--- src/rtl/multicycle_control_pkg.sv ---
// Shared types and constants for the multicycle RISC-V main control unit.
package multicycle_ctrl_pkg;

  typedef enum logic [3:0] {
    S_FETCH     = 4'd0,
    S_DECODE    = 4'd1,
    S_MEM_ADDR  = 4'd2,
    S_MEM_READ  = 4'd3,
    S_MEM_WB    = 4'd4,
    S_MEM_WRITE = 4'd5,
    S_EXECUTE   = 4'd6,
    S_R_WB      = 4'd7,
    S_BRANCH    = 4'd8,
    S_HALT      = 4'd15
  } state_t;

  localparam logic [6:0] OP_LD    = 7'b0000011;
  localparam logic [6:0] OP_SD    = 7'b0100011;
  localparam logic [6:0] OP_RTYPE = 7'b0110011;
  localparam logic [6:0] OP_BEQ   = 7'b1100011;

  localparam logic [1:0] ALUOP_ADD   = 2'b00;
  localparam logic [1:0] ALUOP_SUB   = 2'b01;
  localparam logic [1:0] ALUOP_FUNCT = 2'b10;

  localparam logic [1:0] SRCB_REG   = 2'b00;
  localparam logic [1:0] SRCB_FOUR  = 2'b01;
  localparam logic [1:0] SRCB_IMM   = 2'b10;
  localparam logic [1:0] SRCB_PCOFF = 2'b11;

  typedef struct packed {
    logic [1:0] alu_op;
    logic [1:0] alu_src_b;
    logic       alu_src_a;
    logic       mem_read;
    logic       mem_write;
    logic       i_or_d;
    logic       ir_write;
    logic       mem_to_reg;
    logic       reg_write;
    logic       pc_write;
    logic       pc_write_cond;
    logic       pc_source;
  } ctrl_word_t;

  // States whose exit completes an instruction.
  function automatic logic retires(input state_t s);
    return (s == S_MEM_WB) || (s == S_MEM_WRITE) || (s == S_R_WB) || (s == S_BRANCH);
  endfunction

endpackage

--- src/rtl/multicycle_control_if.sv ---
// Control/datapath boundary: opcode in, control lines and status out.
interface multicycle_control_if #(
  parameter int INSTRET_W = 32
);
  logic [6:0]           opcode;
  logic [1:0]           ALUOp;
  logic [1:0]           ALUSrcB;
  logic                 ALUSrcA;
  logic                 MemRead;
  logic                 MemWrite;
  logic                 IorD;
  logic                 IRWrite;
  logic                 MemtoReg;
  logic                 RegWrite;
  logic                 PCWrite;
  logic                 PCWriteCond;
  logic                 PCSource;
  logic [3:0]           state;
  logic                 halted;
  logic [INSTRET_W-1:0] instret;

  modport master (
    input  opcode,
    output ALUOp, ALUSrcB, ALUSrcA, MemRead, MemWrite, IorD, IRWrite,
           MemtoReg, RegWrite, PCWrite, PCWriteCond, PCSource,
           state, halted, instret
  );

  modport slave (
    output opcode,
    input  ALUOp, ALUSrcB, ALUSrcA, MemRead, MemWrite, IorD, IRWrite,
           MemtoReg, RegWrite, PCWrite, PCWriteCond, PCSource,
           state, halted, instret
  );
endinterface

--- src/rtl/multicycle_control_decode.sv ---
// Moore output decode: maps the current state to the full control word.
module control_decode
  import multicycle_ctrl_pkg::*;
(
  input  state_t     state,
  output ctrl_word_t ctrl
);

  always_comb begin
    ctrl = '0;
    case (state)
      S_FETCH: begin
        ctrl.mem_read  = 1'b1;
        ctrl.ir_write  = 1'b1;
        ctrl.alu_src_b = SRCB_FOUR;
        ctrl.alu_op    = ALUOP_ADD;
      end
      S_DECODE: begin
        // PC takes PC+4 from ALUOut while the ALU forms the branch target.
        ctrl.alu_src_b = SRCB_PCOFF;
        ctrl.alu_op    = ALUOP_ADD;
        ctrl.pc_write  = 1'b1;
        ctrl.pc_source = 1'b1;
      end
      S_MEM_ADDR: begin
        ctrl.alu_src_a = 1'b1;
        ctrl.alu_src_b = SRCB_IMM;
        ctrl.alu_op    = ALUOP_ADD;
      end
      S_MEM_READ: begin
        ctrl.mem_read = 1'b1;
        ctrl.i_or_d   = 1'b1;
      end
      S_MEM_WB: begin
        ctrl.reg_write  = 1'b1;
        ctrl.mem_to_reg = 1'b1;
      end
      S_MEM_WRITE: begin
        ctrl.mem_write = 1'b1;
        ctrl.i_or_d    = 1'b1;
      end
      S_EXECUTE: begin
        ctrl.alu_src_a = 1'b1;
        ctrl.alu_src_b = SRCB_REG;
        ctrl.alu_op    = ALUOP_FUNCT;
      end
      S_R_WB: begin
        ctrl.reg_write = 1'b1;
      end
      S_BRANCH: begin
        ctrl.alu_src_a     = 1'b1;
        ctrl.alu_src_b     = SRCB_REG;
        ctrl.alu_op        = ALUOP_SUB;
        ctrl.pc_write_cond = 1'b1;
        ctrl.pc_source     = 1'b1;
      end
      default: ctrl = '0;
    endcase
  end

endmodule

--- src/rtl/multicycle_control.sv ---
// Main control FSM for the multicycle RISC-V datapath: sequencing, retire count, reset gating.
module multicycle_control
  import multicycle_ctrl_pkg::*;
#(
  parameter int INSTRET_W = 32
) (
  input  logic                 clock,
  input  logic                 reset,
  multicycle_control_if.master bus
);

  state_t               state_reg;
  state_t               state_next;
  logic [INSTRET_W-1:0] instret_reg;
  ctrl_word_t           ctrl_raw;
  ctrl_word_t           ctrl;

  control_decode u_decode (
    .state (state_reg),
    .ctrl  (ctrl_raw)
  );

  always_comb begin
    state_next = state_reg;
    case (state_reg)
      S_FETCH: state_next = S_DECODE;
      S_DECODE: begin
        case (bus.opcode)
          OP_LD, OP_SD: state_next = S_MEM_ADDR;
          OP_RTYPE:     state_next = S_EXECUTE;
          OP_BEQ:       state_next = S_BRANCH;
          default:      state_next = S_HALT;
        endcase
      end
      S_MEM_ADDR: begin
        case (bus.opcode)
          OP_LD:   state_next = S_MEM_READ;
          OP_SD:   state_next = S_MEM_WRITE;
          default: state_next = S_HALT;
        endcase
      end
      S_MEM_READ:  state_next = S_MEM_WB;
      S_MEM_WB:    state_next = S_FETCH;
      S_MEM_WRITE: state_next = S_FETCH;
      S_EXECUTE:   state_next = S_R_WB;
      S_R_WB:      state_next = S_FETCH;
      S_BRANCH:    state_next = S_FETCH;
      default:     state_next = S_HALT;
    endcase
  end

  always_ff @(posedge clock) begin
    if (reset) begin
      state_reg   <= S_FETCH;
      instret_reg <= '0;
    end else begin
      state_reg <= state_next;
      if (retires(state_reg)) begin
        instret_reg <= instret_reg + {{(INSTRET_W-1){1'b0}}, 1'b1};
      end
    end
  end

  // Forcing the word to zero during reset kills any write in the current cycle.
  assign ctrl = reset ? '0 : ctrl_raw;

  assign bus.ALUOp       = ctrl.alu_op;
  assign bus.ALUSrcB     = ctrl.alu_src_b;
  assign bus.ALUSrcA     = ctrl.alu_src_a;
  assign bus.MemRead     = ctrl.mem_read;
  assign bus.MemWrite    = ctrl.mem_write;
  assign bus.IorD        = ctrl.i_or_d;
  assign bus.IRWrite     = ctrl.ir_write;
  assign bus.MemtoReg    = ctrl.mem_to_reg;
  assign bus.RegWrite    = ctrl.reg_write;
  assign bus.PCWrite     = ctrl.pc_write;
  assign bus.PCWriteCond = ctrl.pc_write_cond;
  assign bus.PCSource    = ctrl.pc_source;
  assign bus.state       = state_reg;
  assign bus.halted      = (state_reg == S_HALT);
  assign bus.instret     = instret_reg;

endmodule

--- src/flat_wrapper.sv ---
// flat-port wrapper written by rule: the top's interface ports become plain ports
module multicycle_control_flat import multicycle_ctrl_pkg::*;
#(
  parameter int INSTRET_W = 32
)
  (clock, reset, bus_opcode, bus_ALUOp, bus_ALUSrcB, bus_ALUSrcA, bus_MemRead, bus_MemWrite, bus_IorD, bus_IRWrite, bus_MemtoReg, bus_RegWrite, bus_PCWrite, bus_PCWriteCond, bus_PCSource, bus_state, bus_halted, bus_instret);
  multicycle_control_if #(.INSTRET_W(INSTRET_W)) bus_i ();
  input  logic clock;
  input  logic reset;
  input wire logic [$bits(bus_i.opcode)-1:0] bus_opcode;
  output wire logic [$bits(bus_i.ALUOp)-1:0] bus_ALUOp;
  output wire logic [$bits(bus_i.ALUSrcB)-1:0] bus_ALUSrcB;
  output wire logic [$bits(bus_i.ALUSrcA)-1:0] bus_ALUSrcA;
  output wire logic [$bits(bus_i.MemRead)-1:0] bus_MemRead;
  output wire logic [$bits(bus_i.MemWrite)-1:0] bus_MemWrite;
  output wire logic [$bits(bus_i.IorD)-1:0] bus_IorD;
  output wire logic [$bits(bus_i.IRWrite)-1:0] bus_IRWrite;
  output wire logic [$bits(bus_i.MemtoReg)-1:0] bus_MemtoReg;
  output wire logic [$bits(bus_i.RegWrite)-1:0] bus_RegWrite;
  output wire logic [$bits(bus_i.PCWrite)-1:0] bus_PCWrite;
  output wire logic [$bits(bus_i.PCWriteCond)-1:0] bus_PCWriteCond;
  output wire logic [$bits(bus_i.PCSource)-1:0] bus_PCSource;
  output wire logic [$bits(bus_i.state)-1:0] bus_state;
  output wire logic [$bits(bus_i.halted)-1:0] bus_halted;
  output wire logic [$bits(bus_i.instret)-1:0] bus_instret;
  assign bus_i.opcode = bus_opcode;
  assign bus_ALUOp = bus_i.ALUOp;
  assign bus_ALUSrcB = bus_i.ALUSrcB;
  assign bus_ALUSrcA = bus_i.ALUSrcA;
  assign bus_MemRead = bus_i.MemRead;
  assign bus_MemWrite = bus_i.MemWrite;
  assign bus_IorD = bus_i.IorD;
  assign bus_IRWrite = bus_i.IRWrite;
  assign bus_MemtoReg = bus_i.MemtoReg;
  assign bus_RegWrite = bus_i.RegWrite;
  assign bus_PCWrite = bus_i.PCWrite;
  assign bus_PCWriteCond = bus_i.PCWriteCond;
  assign bus_PCSource = bus_i.PCSource;
  assign bus_state = bus_i.state;
  assign bus_halted = bus_i.halted;
  assign bus_instret = bus_i.instret;
  multicycle_control #(.INSTRET_W(INSTRET_W)) u_core (.clock(clock), .reset(reset), .bus(bus_i));
endmodule
--- config.mk ---
export PLATFORM = sky130hd
export DESIGN_NAME = multicycle_control_flat
export DESIGN_NICKNAME = d
export VERILOG_FILES = /design/src/rtl/multicycle_control_pkg.sv /design/src/rtl/multicycle_control_if.sv /design/src/rtl/multicycle_control_decode.sv /design/src/rtl/multicycle_control.sv /design/src/flat_wrapper.sv
export SDC_FILE = /design/constraint.sdc
export NUM_CORES = 1
export LEC_CHECK = 0
export ABC_AREA = 1
export ABC_CLOCK_PERIOD_IN_PS = 2600
export CAP_MARGIN = 15
export CORE_MARGIN = 2
export CORE_UTILIZATION = 30
export CTS_BUF_LIST = sky130_fd_sc_hd__clkbuf_2 sky130_fd_sc_hd__clkbuf_4 sky130_fd_sc_hd__clkbuf_8
export DETAILED_ROUTE_END_ITERATION = 7
export PLACE_DENSITY = 0.55
export SLEW_MARGIN = 0
export SYNTH_ARGS = -nofsm -noshare
export SYNTH_HDL_FRONTEND = slang
export SYNTH_HIERARCHICAL = 1
export SYNTH_SLANG_ARGS = --single-unit
--- constraint.sdc ---
create_clock -name clock -period 2.6 [get_ports clock]
set_input_delay 0.52 -clock clock [delete_from_list [all_inputs] [get_ports clock]]
set_output_delay 0.52 -clock clock [all_outputs]
set_load 0.01 [all_outputs]
==> results of run 1 <==
## metal layers
layer | routed length, um | vias to the layer above | GRT usage (%)
met3 | 298 | 6 | 3.29
met2 | 2910 | 60 | 25.2
met4 | 75 | 0 | 3.99
li1 | - | 1398 | -
met5 | 0 | - | 0
met1 | 3130 | 1145 | 20.2
## logic make-up after synthesis
kind of cell | Yosys count
compound gates | 30
xor+xnor | 4
fa+ha+maj | 1
buf+inv | 83
flops | 36
simple gates | 262
## Yosys cell counts
library cell / number / area, sq um
ha_1: 1 / 12.5
nor2b_1: 1 / 6.26
o21ai_0: 7 / 35.0
nand3_2: 1 / 10.0
inv_1: 68 / 255
buf_1: 1 / 3.75
xnor2_1: 1 / 8.76
a31oi_1: 1 / 6.26
a21oi_1: 13 / 65.1
nand3_1: 25 / 125
o21bai_1: 1 / 7.51
o211ai_1: 1 / 7.51
o21ai_1: 7 / 35.0
nand2_2: 10 / 62.6
nor2_2: 11 / 68.8
nor2_4: 2 / 22.5
inv_2: 5 / 18.8
nand2_4: 2 / 22.5
nor2_1: 85 / 319
nand3b_1: 1 / 7.51
dfxtp_1: 36 / 721
xor2_1: 3 / 26.3
nand4_1: 13 / 81.3
clkbuf_1: 4 / 15.0
buf_6: 1 / 11.3
buf_4: 2 / 15.0
clkinv_1: 2 / 7.51
nor2_8: 2 / 40.0
nor3_2: 1 / 10.0
nand2_1: 99 / 372
nor3_1: 8 / 40.0
and2_1: 1 / 6.26
## area by class of cell
class | instances | area [sq um]
Inverter | 75 | 282
Timing Repair Buffer | 62 | 613
Fill cell | 866 | 4570
Tap cell | 102 | 128
Sequential cell | 36 | 721
Clock buffer | 6 | 82.6
Clock inverter | 2 | 10.0
Multi-Input combinational cell | 297 | 1400
## power groups by stage
stage | clock network, mW | registers (mW) | logic, mW
floorplan | 0 | 0.663 | 0.477
global placement | 0 | 0.662 | 0.706
detailed placement | 0 | 0.663 | 0.712
CTS | 0.445 | 0.650 | 0.714
global route | 0.465 | 0.659 | 0.796
finish | 0.422 | 0.649 | 0.707
## cells in the final DEF, fill, tap and decap left out, types with 3 or more instances in the layout
cell type        instances
nand2_1                 99
nor3_1                   8
dfxtp_1                 36
inv_1                   68
o21ai_0                  7
nor2_1                  85
buf_4                    3
nand2_2                 10
nand4_1                 13
clkbuf_8                 6
clkdlybuf4s50_1         59
inv_2                    5
o21ai_1                  7
nor2_2                  11
nand3_1                 25
a21oi_1                 13
xor2_1                   3
## metrics by stage
step                      cells  instance area, sq um  setup slack, ns
after floorplan             416                  2440            0.916
after global placement      572                  3140            0.326
after detailed placement    572                  3140            0.301
after CTS                   580                  3230            0.136
after global routing        580                  3230           0.0174
final                       580                  3230            0.174
## final timing paths
kind | slack [ns] | depth (start not counted) | endpoint | from
max | 0.17 | 7 | bus_IorD | u_core/bus.state[1]
min | 0.49 | 2 | u_core/bus.instret[8] | u_core/bus.instret[8]
max reg2reg | 0.88 | 7 | u_core/bus.instret[21] | u_core/bus.state[1]
min reg2reg | 0.49 | 2 | u_core/bus.instret[8] | u_core/bus.instret[8]
## worst register-to-register path, stage by stage (launching register included)
cell and delay [ns]:
dfxtp_1 0.65, inv_1 0.08, o21ai_1 0.17, nand2_2 0.23
nand2_1 0.24, nor2_2 0.08, a21oi_1 0.13, nor2_1 0.05
==> metrics.txt, run 1 <==
status=finished, final reports clean; CTS H-tree depth=2; # IOs=60; die span in y=between 90 and 100 um; post-synth design cell area=roughly 2400 sq um; period utilization=between 90% and 100%; area of the die=8890 sq um; Post-CTS Setup Bufs=0; number of gates resized after CTS=0; fin. max-slew vios=0; max reg flops=32; Power, Total=1.78 mW; worst stage delay on the critical path=roughly 0.65 ns; Gate Count Post-Synth=approximately 420; relative slew slack=around two thirds; DP HPWL=roughly 5000 um; power per cell area=550 nW/um^2; via count=between 2,000 and 3,000; drt initial violations=91; drt pass-1 iters=4; sequential power share=roughly 37%; Core Region=around 7800 sq um; input/output buffers=59; Switch Pwr=0.704 mW; Logic pwr share=between 30% and 40%; synthesized flop and latch total=36; Sink Count=36; Sw Ratio=between 30% and 40%; Arr. time, crit path=1.91 ns; clk buf depth=2; Nets=slightly below 500; Setup CP Type=flip-flop to output port; Tightest Pin Transition=roughly 0.52 ns; final worst path period need=between 2 and 2.5 ns; setup TNS=0 ns; Rows=32; first-pass GRT wire length=~11,000 um; yosys warns=6; internal power=1.07 mW; initial antenna violation count=0; Clock Power Share=between 20% and 30%; Initial Utilization=between 30% and 40%; compound-cell area share of the yosys netlist=under 10%; post-synthesis xor/xnor area fraction=1.43%; CTS buffer count=5; Worst Setup Start Kind=flip-flop; critical path's top delay family=buffers and inverters; f_max=around 410 MHz; die width=94.3 um; Crit path top cell by count=nand2_1; CTS tree=yes; layout cell share with drive strength beyond 1=a little under a tenth; Post-Syn Nets=about 430; area share of and/or/nand/nor cells after synthesis=between 40% and 50%; Yosys cell types=32; Max-Cap Viols=0; largest net degree at the start of global routing=25; synthesized area per cell=~5.9 sq um; combinational family with the most area after synthesis=simple AND/OR/NAND/NOR gates; leakage=~1.3 nW; Residual DRC=0; VDD IR-drop max=0.273 mV; Avg WL per Cell=11.1 um; Final Hold Slack=between 0.4 and 0.5 ns; final hold violations=0; RSZ-0062 raised after global routing=no; crit-path cells=nand2_2, clkinv_1, nand2_1, nand2_1, inv_1, nor2_1, clkdlybuf4s50_1; GRT overflow=0; Setup-failing EPs final=0; vias in the first global route=approximately 2,300; slowest CP cell=dfxtp_1; Setup crit end kind=output port; hold_buf cts=0; ANT nets after route=0; n_diodes=0; final WL=~6400 um; Seq/Total Area, Yosys=29.5%; clock-pin slew on the worst setup and hold paths=0.08 ns; final clock skew=roughly 0.0085 ns; Placer Congestion=roughly 0.82; post-synthesis mux area share=0%; Clk Latency, worst-skew pair=around 0.29 ns; total global-route track usage=15.3%; sum of buffers and inverters on the critical path=3; Root Driver=clkbuf_8; critical-path maximum fanout=13; Adder-Cell Fraction of Synth Area=less than 1%; worst hold path class=flip-flop to flip-flop; Area Overhead vs Synth=32.2%; vias per inst=roughly 4.5; WP data required=roughly 2.1 ns; utilization after layout=roughly two fifths
(Power assumes the default switching activity.)
==> run 2, diff against run 1 <==
--- a/config.mk
+++ b/config.mk
@@ -5,14 +5,13 @@
 export SDC_FILE = /design/constraint.sdc
 export NUM_CORES = 1
 export LEC_CHECK = 0
-export ABC_AREA = 1
-export ABC_CLOCK_PERIOD_IN_PS = 2600
+export ABC_CLOCK_PERIOD_IN_PS = 2900
 export CAP_MARGIN = 15
 export CORE_MARGIN = 2
 export CORE_UTILIZATION = 30
 export CTS_BUF_LIST = sky130_fd_sc_hd__clkbuf_2 sky130_fd_sc_hd__clkbuf_4 sky130_fd_sc_hd__clkbuf_8
 export DETAILED_ROUTE_END_ITERATION = 7
-export PLACE_DENSITY = 0.55
+export PLACE_DENSITY = 0.56
 export SLEW_MARGIN = 0
 export SYNTH_ARGS = -nofsm -noshare
 export SYNTH_HDL_FRONTEND = slang
==> constraint.sdc (replaced) <==
create_clock -name clock -period 2.9 [get_ports clock]
set_input_delay 0.58 -clock clock [delete_from_list [all_inputs] [get_ports clock]]
set_output_delay 0.58 -clock clock [all_outputs]
set_load 0.01 [all_outputs]
==> run 2 against run 1 <==
  * Clock power shrank 17%
  * Core utilization grew 0.78 points
  * Total power grew 3.0%
  * Final cell count shrank 28%
  * Clock skew shrank 0.0041 ns
  * Global-route usage shrank 2.2 points
  * Die area shrank 11%
  * Sequential share of layout area grew 2.6 points
  * Worst setup slack gained 0.10 ns
  * Area after synthesis shrank 12%
  * Largest cell class unchanged
  * Largest power group unchanged
==> metrics.txt, run 2 <==
status=finished, final reports clean; # IOs=60; utilization after layout=between 40% and 50%; vias per inst=between 4 and 5; number of gates resized after CTS=0; power per cell area=about 630 nW/um^2; period utilization=between 90% and 100%; hold_buf cts=0; Setup-failing EPs final=0; final worst path period need=roughly 2.6 ns; Gate Count Post-Synth=264; final WL=~5000 um; Worst Setup Start Kind=flip-flop; layout cell share with drive strength beyond 1=under 10%; worst r2r src=u_core/bus.state[0]; placed cells=410; Residual DRC=0; CTS H-tree depth=2; Setup crit end kind=output port; input/output buffers=59; Sw Ratio=37.0%; Max-Cap Viols=0; clock-pin slew on the worst setup and hold paths=roughly 0.070 ns; Sink Count=36; Area Overhead vs Synth=34.5%; relative slew slack=51.2%; critical-path maximum fanout=16; Post-Syn Nets=between 200 and 300; Clk Latency, worst-skew pair=0.28 ns; Final Hold Slack=about 0.5 ns; initial antenna violation count=0; die span in y=88.7 um; ys async rst share=0%; n_diodes=0; WP data required=roughly 2.3 ns; DP HPWL=approximately 3700 um; via count=about 2,000; Worst R2R End=u_core/bus.instret[11]; synthesized area per cell=8.16 sq um; drt pass-1 iters=4; Synth Flop Type=dfxtp_1; first-pass GRT wire length=just over 8000 um; GRT overflow=0; sequential power share=between 30% and 40%; final clock skew=around 0.0045 ns; post-synth design cell area=around 2200 sq um; largest net degree at the start of global routing=39; r2r setup slk=approximately 0.55 ns; leading cell type by number of instances after synthesis=dfxtp_1; f_max=381 MHz; die width=between 80 and 90 um; Cell Count, Final, Fillers Out=418; design area=about 2900 sq um; commonest non-fill, non-tap cell in the layout=clkdlybuf4s50_1; drt initial violations=82; Seq/Total Area, Yosys=33.4%; Post-CTS Setup Bufs=0; ANT nets after route=0; max reg flops=32; total global-route track usage=between 10% and 20%; area of the die=between 7000 and 8000 sq um; Placer Congestion=between 0.7 and 0.8; CTS buffer count=5; crit path capture=bus_ALUSrcA; leakage=approximately 0.97 nW; VDD IR-drop max=~0.22 mV; CTS tree=yes; setup TNS=0 ns; Clock Power Share=19.1%; fin. max-slew vios=0; final hold violations=0; Yosys cell types=46; synthesized flop and latch total=36; CP Launch Point=u_core/bus.state[3]; Tightest Pin Transition=0.729 ns; Rows=30; Avg WL per Cell=about 12 um; synth top area cells=dfxtp_1 (33%), nor2b_1 (5.8%), nor2_1 (5.7%); Post-DP Area=between 2000 and 3000 sq um; Nets=about 330; internal power=1.15 mW; yosys warns=6; clk buf depth=2; most frequent cells in the layout=clkdlybuf4s50_1 (58), dfxtp_1 (36), nor2_1 (33); Post-synth EDFFs=0; worst hold path class=flip-flop to flip-flop; RSZ-0062 raised after global routing=no; Arr. time, crit path=roughly 2 ns; vias in the first global route=~1,800; R2R depth=6; Root Driver=clkbuf_8; Synth top cells by count=dfxtp_1 (36), nor2_1 (33), nand2_1 (22), nor2b_1 (20), nand3_1 (13); area leader, netlist=dfxtp_1; Logic pwr share=roughly 45%; Setup CP Type=flip-flop to output port; Initial Utilization=between 30% and 40%; Switch Pwr=approximately 0.68 mW; Synth top area share=roughly a third; Core Region=6870 sq um
==> run 2: worst min-delay path by stage <==
stage,startpoint,cells after the start,end,slack (ns)
3_5_place_dp,u_core/bus.instret[31],2,u_core/bus.instret[31],0.48
2_1_floorplan,u_core/bus.instret[31],2,u_core/bus.instret[31],0.50
5_1_grt,u_core/bus.instret[27],2,u_core/bus.instret[27],0.53
4_1_cts,u_core/bus.instret[31],2,u_core/bus.instret[31],0.49
3_3_place_gp,u_core/bus.instret[31],2,u_core/bus.instret[31],0.48
6_report,u_core/bus.instret[31],2,u_core/bus.instret[31],0.49
==> run 2: final cells by class <==
cell class / instances / area, sq um
clock buffer: 5 / 68.8
sequential: 36 / 721
tap: 96 / 120
timing repair buffer: 67 / 646
inverter: 3 / 11.3
fill: 709 / 3970
multi-input combinational: 208 / 1310
clock inverter: 3 / 18.8
==> run 2: power groups by stage <==
| stage | clock network, mW | registers [mW] | logic [mW] |
|---|---|---|---|
| 6_report | 0.349 | 0.658 | 0.825 |
| 5_1_grt | 0.383 | 0.671 | 0.912 |
| 3_5_place_dp | 0 | 0.671 | 0.831 |
| 2_1_floorplan | 0 | 0.606 | 0.653 |
| 4_1_cts | 0.368 | 0.660 | 0.834 |
| 3_3_place_gp | 0 | 0.666 | 0.831 |
==> run 2: logic make-up after synthesis <==
kind of cell | share of synthesized area (%)
AO/OA/AOI/OAI | 8.59
XOR/XNOR | 8.89
adder cells (fa/ha/maj) | 0.581
buffers and inverters | 5.63
flip-flops | 33.4
multiplexers | 2.56
AND/OR/NAND/NOR | 40.3
==> run 2: stage by stage <==
stage	worst slack [ns]	power, mW
2_1_floorplan	0.840	1.26
3_3_place_gp	0.546	1.50
3_5_place_dp	0.556	1.50
4_1_cts	0.241	1.86
5_1_grt	0.169	1.97
6_report	0.277	1.83
==> run 2: worst max-delay path: stages, from the launching register on <==
cell and delay, ns:
dfxtp_1 0.66, nor4b_4 0.33, a21o_1 0.11, nor2b_1 0.12, clkdlybuf4s50_1 0.54
==> run 2: layer usage <==
metal	part of all wire, %	vias to the layer above	GRT usage (%)	wire length (um)
met1	49	945	17.8	2470
met3	3.6	4	3.08	179
met2	46	43	20.8	2310
met4	1.0	0	3.86	51
li1	-	1043	-	-
met5	0	-	0	0
==> run 3, diff against run 2 <==
--- a/config.mk
+++ b/config.mk
@@ -11,6 +11,7 @@
 export CORE_UTILIZATION = 30
 export CTS_BUF_LIST = sky130_fd_sc_hd__clkbuf_2 sky130_fd_sc_hd__clkbuf_4 sky130_fd_sc_hd__clkbuf_8
 export DETAILED_ROUTE_END_ITERATION = 7
+export GPL_ROUTABILITY_DRIVEN = 0
 export PLACE_DENSITY = 0.56
 export SLEW_MARGIN = 0
 export SYNTH_ARGS = -nofsm -noshare
==> results of run 3 <==
Same layout as run 2: the final DEF is identical, and so are final timing and power.
